===== config.mk =====
export PLATFORM = sky130hd
export DESIGN_NAME = obi_bounded_responder
export DESIGN_NICKNAME = d
export VERILOG_FILES = /design/src/rtl/obi_bounded_responder.sv
export SDC_FILE = /design/constraint.sdc
export NUM_CORES = 1
export LEC_CHECK = 0
export CORE_AREA = 2 2 93 95
export DETAILED_ROUTE_END_ITERATION = 16
export DIE_AREA = 0 0 95 97
export SLEW_MARGIN = 20
export SYNTH_ARGS = -nofsm -noshare
export SYNTH_HDL_FRONTEND = slang
export SYNTH_SLANG_ARGS = --single-unit

===== constraint.sdc =====
create_clock -name clock -period 5.1 [get_ports clock]
set_input_delay 1.02 -clock clock [delete_from_list [all_inputs] [get_ports clock]]
set_output_delay 1.02 -clock clock [all_outputs]
set_load 0.02 [all_outputs]

===== src/rtl/obi_bounded_responder.sv =====
// OBI responder that shapes random gnt/rvalid/rdata stimulus into legal, bounded-latency responses.
// Optional request-stability checker enabled by defining OBI_PROTOCOL_CHECK_EN.
`ifndef ADDRESS_WD
`define ADDRESS_WD 32
`endif

module obi_bounded_responder #(
    parameter int unsigned ADDR_WD         = `ADDRESS_WD,
    parameter int unsigned DATA_WD         = 64,
    parameter int unsigned MAX_OUTSTANDING = 2,
    parameter int unsigned GNT_TIMEOUT     = 5,
    parameter int unsigned RSP_TIMEOUT     = 5
) (
    input  logic                               clock,
    input  logic                               reset,
    input  logic                               req_i,
    input  logic [ADDR_WD-1:0]                 addr_i,
    input  logic                               we_i,
    input  logic [DATA_WD/8-1:0]               be_i,
    input  logic [DATA_WD-1:0]                 wdata_i,
    input  logic                               rand_gnt_i,
    input  logic                               rand_rvalid_i,
    input  logic [DATA_WD-1:0]                 rand_rdata_i,
    output logic                               gnt_o,
    output logic                               rvalid_o,
    output logic [DATA_WD-1:0]                 rdata_o,
    output logic [$clog2(MAX_OUTSTANDING+1)-1:0] outstanding_o,
    output logic                               proto_err_o
);

    localparam int unsigned CW = $clog2(MAX_OUTSTANDING + 1);
    localparam int unsigned PW = (MAX_OUTSTANDING > 1) ? $clog2(MAX_OUTSTANDING) : 1;
    localparam int unsigned GW = (GNT_TIMEOUT > 0) ? $clog2(GNT_TIMEOUT + 1) : 1;
    localparam int unsigned RW = (RSP_TIMEOUT > 0) ? $clog2(RSP_TIMEOUT + 1) : 1;

    logic [CW-1:0] r_count;
    logic [PW-1:0] r_head;
    logic [PW-1:0] r_tail;
    logic          r_we_q [MAX_OUTSTANDING];
    logic [GW-1:0] r_gnt_wait;
    logic [RW-1:0] r_rsp_wait;

    logic w_full;
    logic w_empty;
    logic w_gnt;
    logic w_rvalid;
    logic w_gnt_timeout;
    logic w_rsp_timeout;

    function automatic logic [PW-1:0] f_next(input logic [PW-1:0] p);
        return (p == PW'(MAX_OUTSTANDING - 1)) ? '0 : p + PW'(1);
    endfunction

    assign w_full        = (r_count == CW'(MAX_OUTSTANDING));
    assign w_empty       = (r_count == '0);
    assign w_gnt_timeout = (r_gnt_wait == GW'(GNT_TIMEOUT));
    assign w_rsp_timeout = (r_rsp_wait == RW'(RSP_TIMEOUT));

    assign w_rvalid = ~reset & ~w_empty & (rand_rvalid_i | w_rsp_timeout);
    // A pop in the same cycle frees the slot, so a full queue may still grant.
    assign w_gnt    = ~reset & req_i & (~w_full | w_rvalid) & (rand_gnt_i | w_gnt_timeout);

    assign gnt_o         = w_gnt;
    assign rvalid_o      = w_rvalid;
    assign rdata_o       = (w_rvalid & ~r_we_q[r_head]) ? rand_rdata_i : '0;
    assign outstanding_o = r_count;

    always_ff @(posedge clock) begin
        if (reset) begin
            r_count    <= '0;
            r_head     <= '0;
            r_tail     <= '0;
            r_gnt_wait <= '0;
            r_rsp_wait <= '0;
        end else begin
            if (w_gnt) begin
                r_tail <= f_next(r_tail);
            end
            if (w_rvalid) begin
                r_head <= f_next(r_head);
            end
            case ({w_gnt, w_rvalid})
                2'b10:   r_count <= r_count + CW'(1);
                2'b01:   r_count <= r_count - CW'(1);
                default: r_count <= r_count;
            endcase

            if (w_gnt || !req_i) begin
                r_gnt_wait <= '0;
            end else if (!w_gnt_timeout) begin
                r_gnt_wait <= r_gnt_wait + GW'(1);
            end

            if (w_rvalid) begin
                r_rsp_wait <= '0;
            end else if (!w_empty && !w_rsp_timeout) begin
                r_rsp_wait <= r_rsp_wait + RW'(1);
            end
        end
    end

    always_ff @(posedge clock) begin
        if (reset) begin
            for (int unsigned i = 0; i < MAX_OUTSTANDING; i++) begin
                r_we_q[i] <= 1'b0;
            end
        end else if (w_gnt) begin
            r_we_q[r_tail] <= we_i;
        end
    end

`ifdef OBI_PROTOCOL_CHECK_EN
    logic                 r_stalled;
    logic                 r_proto_err;
    logic [ADDR_WD-1:0]   r_lat_addr;
    logic                 r_lat_we;
    logic [DATA_WD/8-1:0] r_lat_be;
    logic [DATA_WD-1:0]   r_lat_wdata;
    logic                 w_stall;
    logic                 w_err;

    assign w_stall = req_i & ~w_gnt;
    // Fields are compared against the snapshot from the first stalled cycle until the grant.
    assign w_err   = r_stalled & (~req_i | (addr_i != r_lat_addr) | (we_i != r_lat_we) |
                                  (be_i != r_lat_be) | (wdata_i != r_lat_wdata));
    assign proto_err_o = r_proto_err;

    always_ff @(posedge clock) begin
        if (reset) begin
            r_stalled   <= 1'b0;
            r_proto_err <= 1'b0;
            r_lat_addr  <= '0;
            r_lat_we    <= 1'b0;
            r_lat_be    <= '0;
            r_lat_wdata <= '0;
        end else begin
            r_stalled   <= w_stall;
            r_proto_err <= r_proto_err | w_err;
            if (w_stall && !r_stalled) begin
                r_lat_addr  <= addr_i;
                r_lat_we    <= we_i;
                r_lat_be    <= be_i;
                r_lat_wdata <= wdata_i;
            end
        end
    end

`ifdef FORMAL
    always_ff @(posedge clock) begin
        if (!reset) begin
            assert (r_gnt_wait <= GW'(GNT_TIMEOUT));
            assert (r_count <= CW'(MAX_OUTSTANDING));
        end
    end
`endif
`else
    logic w_unused;
    assign w_unused    = ^{addr_i, be_i, wdata_i};
    assign proto_err_o = 1'b0;
`endif

endmodule

==> impl_metrics.toml <==
[clock_network]
clkTransAtPathRegs_ns = 0.05
insertion_delay_ns = 0.24
h-tree-depth = 1
cts.sinks = 13
cts_hold_buf = 0
tritoncts = "done"
cts_buffers = 3
post_cts_buffers = 0
cts_root_buffer = "clkbuf_8"
ctsResizeCount = 0
clock_path_buffers = 2

[yosys]
synthTopCellsByArea = "and3_1, dfxtp_1, ha_1"
ys.warnings.count = 0
yosysMostFrequentCell = "and3_1"
synthArstFlopShare = 0
synth-main-ff-cell = "dfxtp_1"
synthCells = 147
yosysUniqueCellTypes = 35
synthTopCellsByCount = "and3_1, dfxtp_1, clkbuf_1"
synth-compound-area-share = 0.0948
synthMuxAreaShare = 0.00892
synth_seq_cells = 13
synth_largest_area_cell = "and3_1"
synth_edf_count = 2
seq_area_frac_synth = 0.250
synth_fp_nets = 326
yosys.area.top_type_share = 0.362
synth_top_family_by_area = "simple AND/OR/NAND/NOR gates"
synth_xor_area_frac = 0.0468
syn_area_per_cell_sq_um = 7.63
synthSimpleGateAreaFrac = 0.472
synth_fa_ha_area_frac = 0.0557
synth_area_sq_um = 1120

[timing]
skew_ns = 0.00277
finalCriticalPeriod_ns = 4.14
hold_viol = 0
tns_ns = 0
fin_crit_sh = 0.812
worst_slew_pin_slew_ns = 0.713
rsz0062_at_grt = "no"
slew_headroom = 0.515
fmax_mhz = 241
setup_viol = 0
slew_violations = 0

[setup_path]
r2r-end = "outstanding_o[1]"
cp_num_buf_inv = 3
setup.worst_path.end = "rdata_o[60]"
cp_slowest_cell = "clkdlybuf4s50_1"
crit_path_end_kind = "output pin"
max_stage_delay_ns = 0.63
crit_cells = 6
arrival_ns = 3.12
crit_start = "rand_rvalid_i"
r2r-start = "r_rsp_wait[0]"
path_common_cell = "clkdlybuf4s50_1"
worstSetupPathType = "input pin to output pin"
crit_fanout = 68
start_kind = "input pin"
cp_top_family = "buffers and inverters"
reg2reg_depth = 7
cp.required_ns = 4.08
cp_cell_sequence = "clkdlybuf4s50_1 -> a21oi_1 -> nor3_4 -> buf_4 -> and3_1 -> clkdlybuf4s50_1"
reg2reg_setup_slack_ns = 2.82

[power]
max-vdd-ir-drop_mv = 0.147
combPwrFrac = 0.391
p_sw_mw = 0.0945
p_int_mw = 0.245
swShare = 0.278
seqPwrFrac = 0.344
power.share.clock = 0.266
pwr_density_cell_nw_per_um2 = 128
finalPower_mw = 0.340
power_leakage_nw = 1.20

[floorplan]
io_pins = 243
fp.dieH_um = 97
core.rowCount = 33
initial_core_util = 0.138
die_x_um = 95
coreArea_sq_um = 8130
die-area_sq_um = 9220

[placed_design]
numPortBuffers = 137
dp_hpwl_um = 3780
gp_routability_congestion = 0.751

[grt]
grt_pass1_vias = 1467
antenna_found_initial = 0
grt_max_degree = 69
grt.total_usage = 0.0930
grt_pass1_wl_um = 7090
overflow = 0

[layout]
diodes = 0
drive_above_1_share = 0.0507
syn2layout_area_growth_pct = 136
nets = 456

[drt]
drc_errors = 0
drtAntennaViolNets = 0
vias_per_cell = 4.04
drtIter0Drc = 16
wl_um = 4730
vias = 1541
dr.pass1.iters = 4
wire_per_inst_um = 12.4

[outcome]
status = "finished clean"

[min_path]
hold_class = "register to register"

[job]
cap_violations = 0
-- registers in the layout, summed over array words and instances (netlist names), named ones only --
name / cells
r_head: 1
r_tail: 1
outstanding_o: 2
r_we_q: 2
r_gnt_wait: 3
r_rsp_wait: 3
-- cell families (layout without fill, tap and decap cells) --
group,count (synthesis),in the layout
other,1,1
muxes,1,1
AOI/OAI and AO/OA,16,16
xor gates and xnor gates,6,6
buffers and inverters,18,147
DFF,13,13
adders and majority gates,5,5
and+or+nand+nor,87,87
-- layer usage --
layer / wire [um] / vias to the layer above / part of all wire / track usage
li1: - / 779 / - / -
met1: 2060 / 685 / 0.44 / 0.112
met2: 2250 / 73 / 0.48 / 0.170
met3: 395 / 4 / 0.084 / 0.0148
met4: 24 / 0 / 0.0051 / 0.0201
met5: 0 / - / 0 / 0
-- cells in the final DEF, fill, tap and decap left out, types with 2 or more instances in the layout --
master	count
inv_1	2
o21ai_0	3
xnor2_1	4
clkdlybuf4s50_1	137
nor2_1	8
dfxtp_1	11
a21oi_1	5
ha_1	5
buf_4	3
a211oi_1	2
and3_1	65
xor2_1	2
edfxtp_1	2
clkbuf_8	3
nand2_1	3
-- worst min path at each step --
| stage | start | end | slack, ns | depth (start not counted) |
|---|---|---|---|---|
| 2_1_floorplan | r_gnt_wait[0] | r_gnt_wait[0] | 0.48 | 2 |
| 3_3_place_gp | r_head | r_head | 0.50 | 2 |
| 3_5_place_dp | r_head | register | 0.50 | 2 |
| 4_1_cts | r_head | r_head | 0.52 | 2 |
| 5_1_grt | r_gnt_wait[1] | r_gnt_wait[1] | 0.56 | 1 |
| 6_report | r_head | r_head | 0.51 | 2 |
-- worst min-delay path: stages, from the launching register on --
cell and delay (ns):
dfxtp_1 0.32, xnor2_1 0.08, nor2_1 0.08
-- cell type report --
class                           count  area, sq um
Fill cell                         837         5490
Timing Repair Buffer              140         1390
Multi-Input combinational cell    116          783
Sequential cell                    13          280
Tap cell                          105          131
Clock buffer                        4         45.0
Inverter                            3         12.5
-- power by group through the flow --
| stage | combinational (mW) | clock (mW) | sequential [mW] |
|---|---|---|---|
| floorplan | 0.0509 | 0 | 0.118 |
| global placement | 0.130 | 0 | 0.118 |
| detailed placement | 0.133 | 0 | 0.119 |
| CTS | 0.134 | 0.0927 | 0.117 |
| global route | 0.144 | 0.0971 | 0.118 |
| finish | 0.133 | 0.0903 | 0.117 |
-- per-stage QoR --
| step | hold slack [ns] | cell area [sq um] | std cells | setup WS, ns | utilization |
|---|---|---|---|---|---|
| 3_3_place_gp | 0.497 | 2600 | 377 | 0.962 | 0.320 |
| 6_report | 0.513 | 2650 | 381 | 0.959 | 0.325 |
| 5_1_grt | 0.561 | 2650 | 381 | 0.822 | 0.325 |
| 3_5_place_dp | 0.504 | 2600 | 377 | 0.940 | 0.320 |
| 2_1_floorplan | 0.477 | 1120 | 147 | 1.96 | - |
| 4_1_cts | 0.521 | 2650 | 381 | 0.931 | 0.325 |
Power figures use the tool's default switching activity.
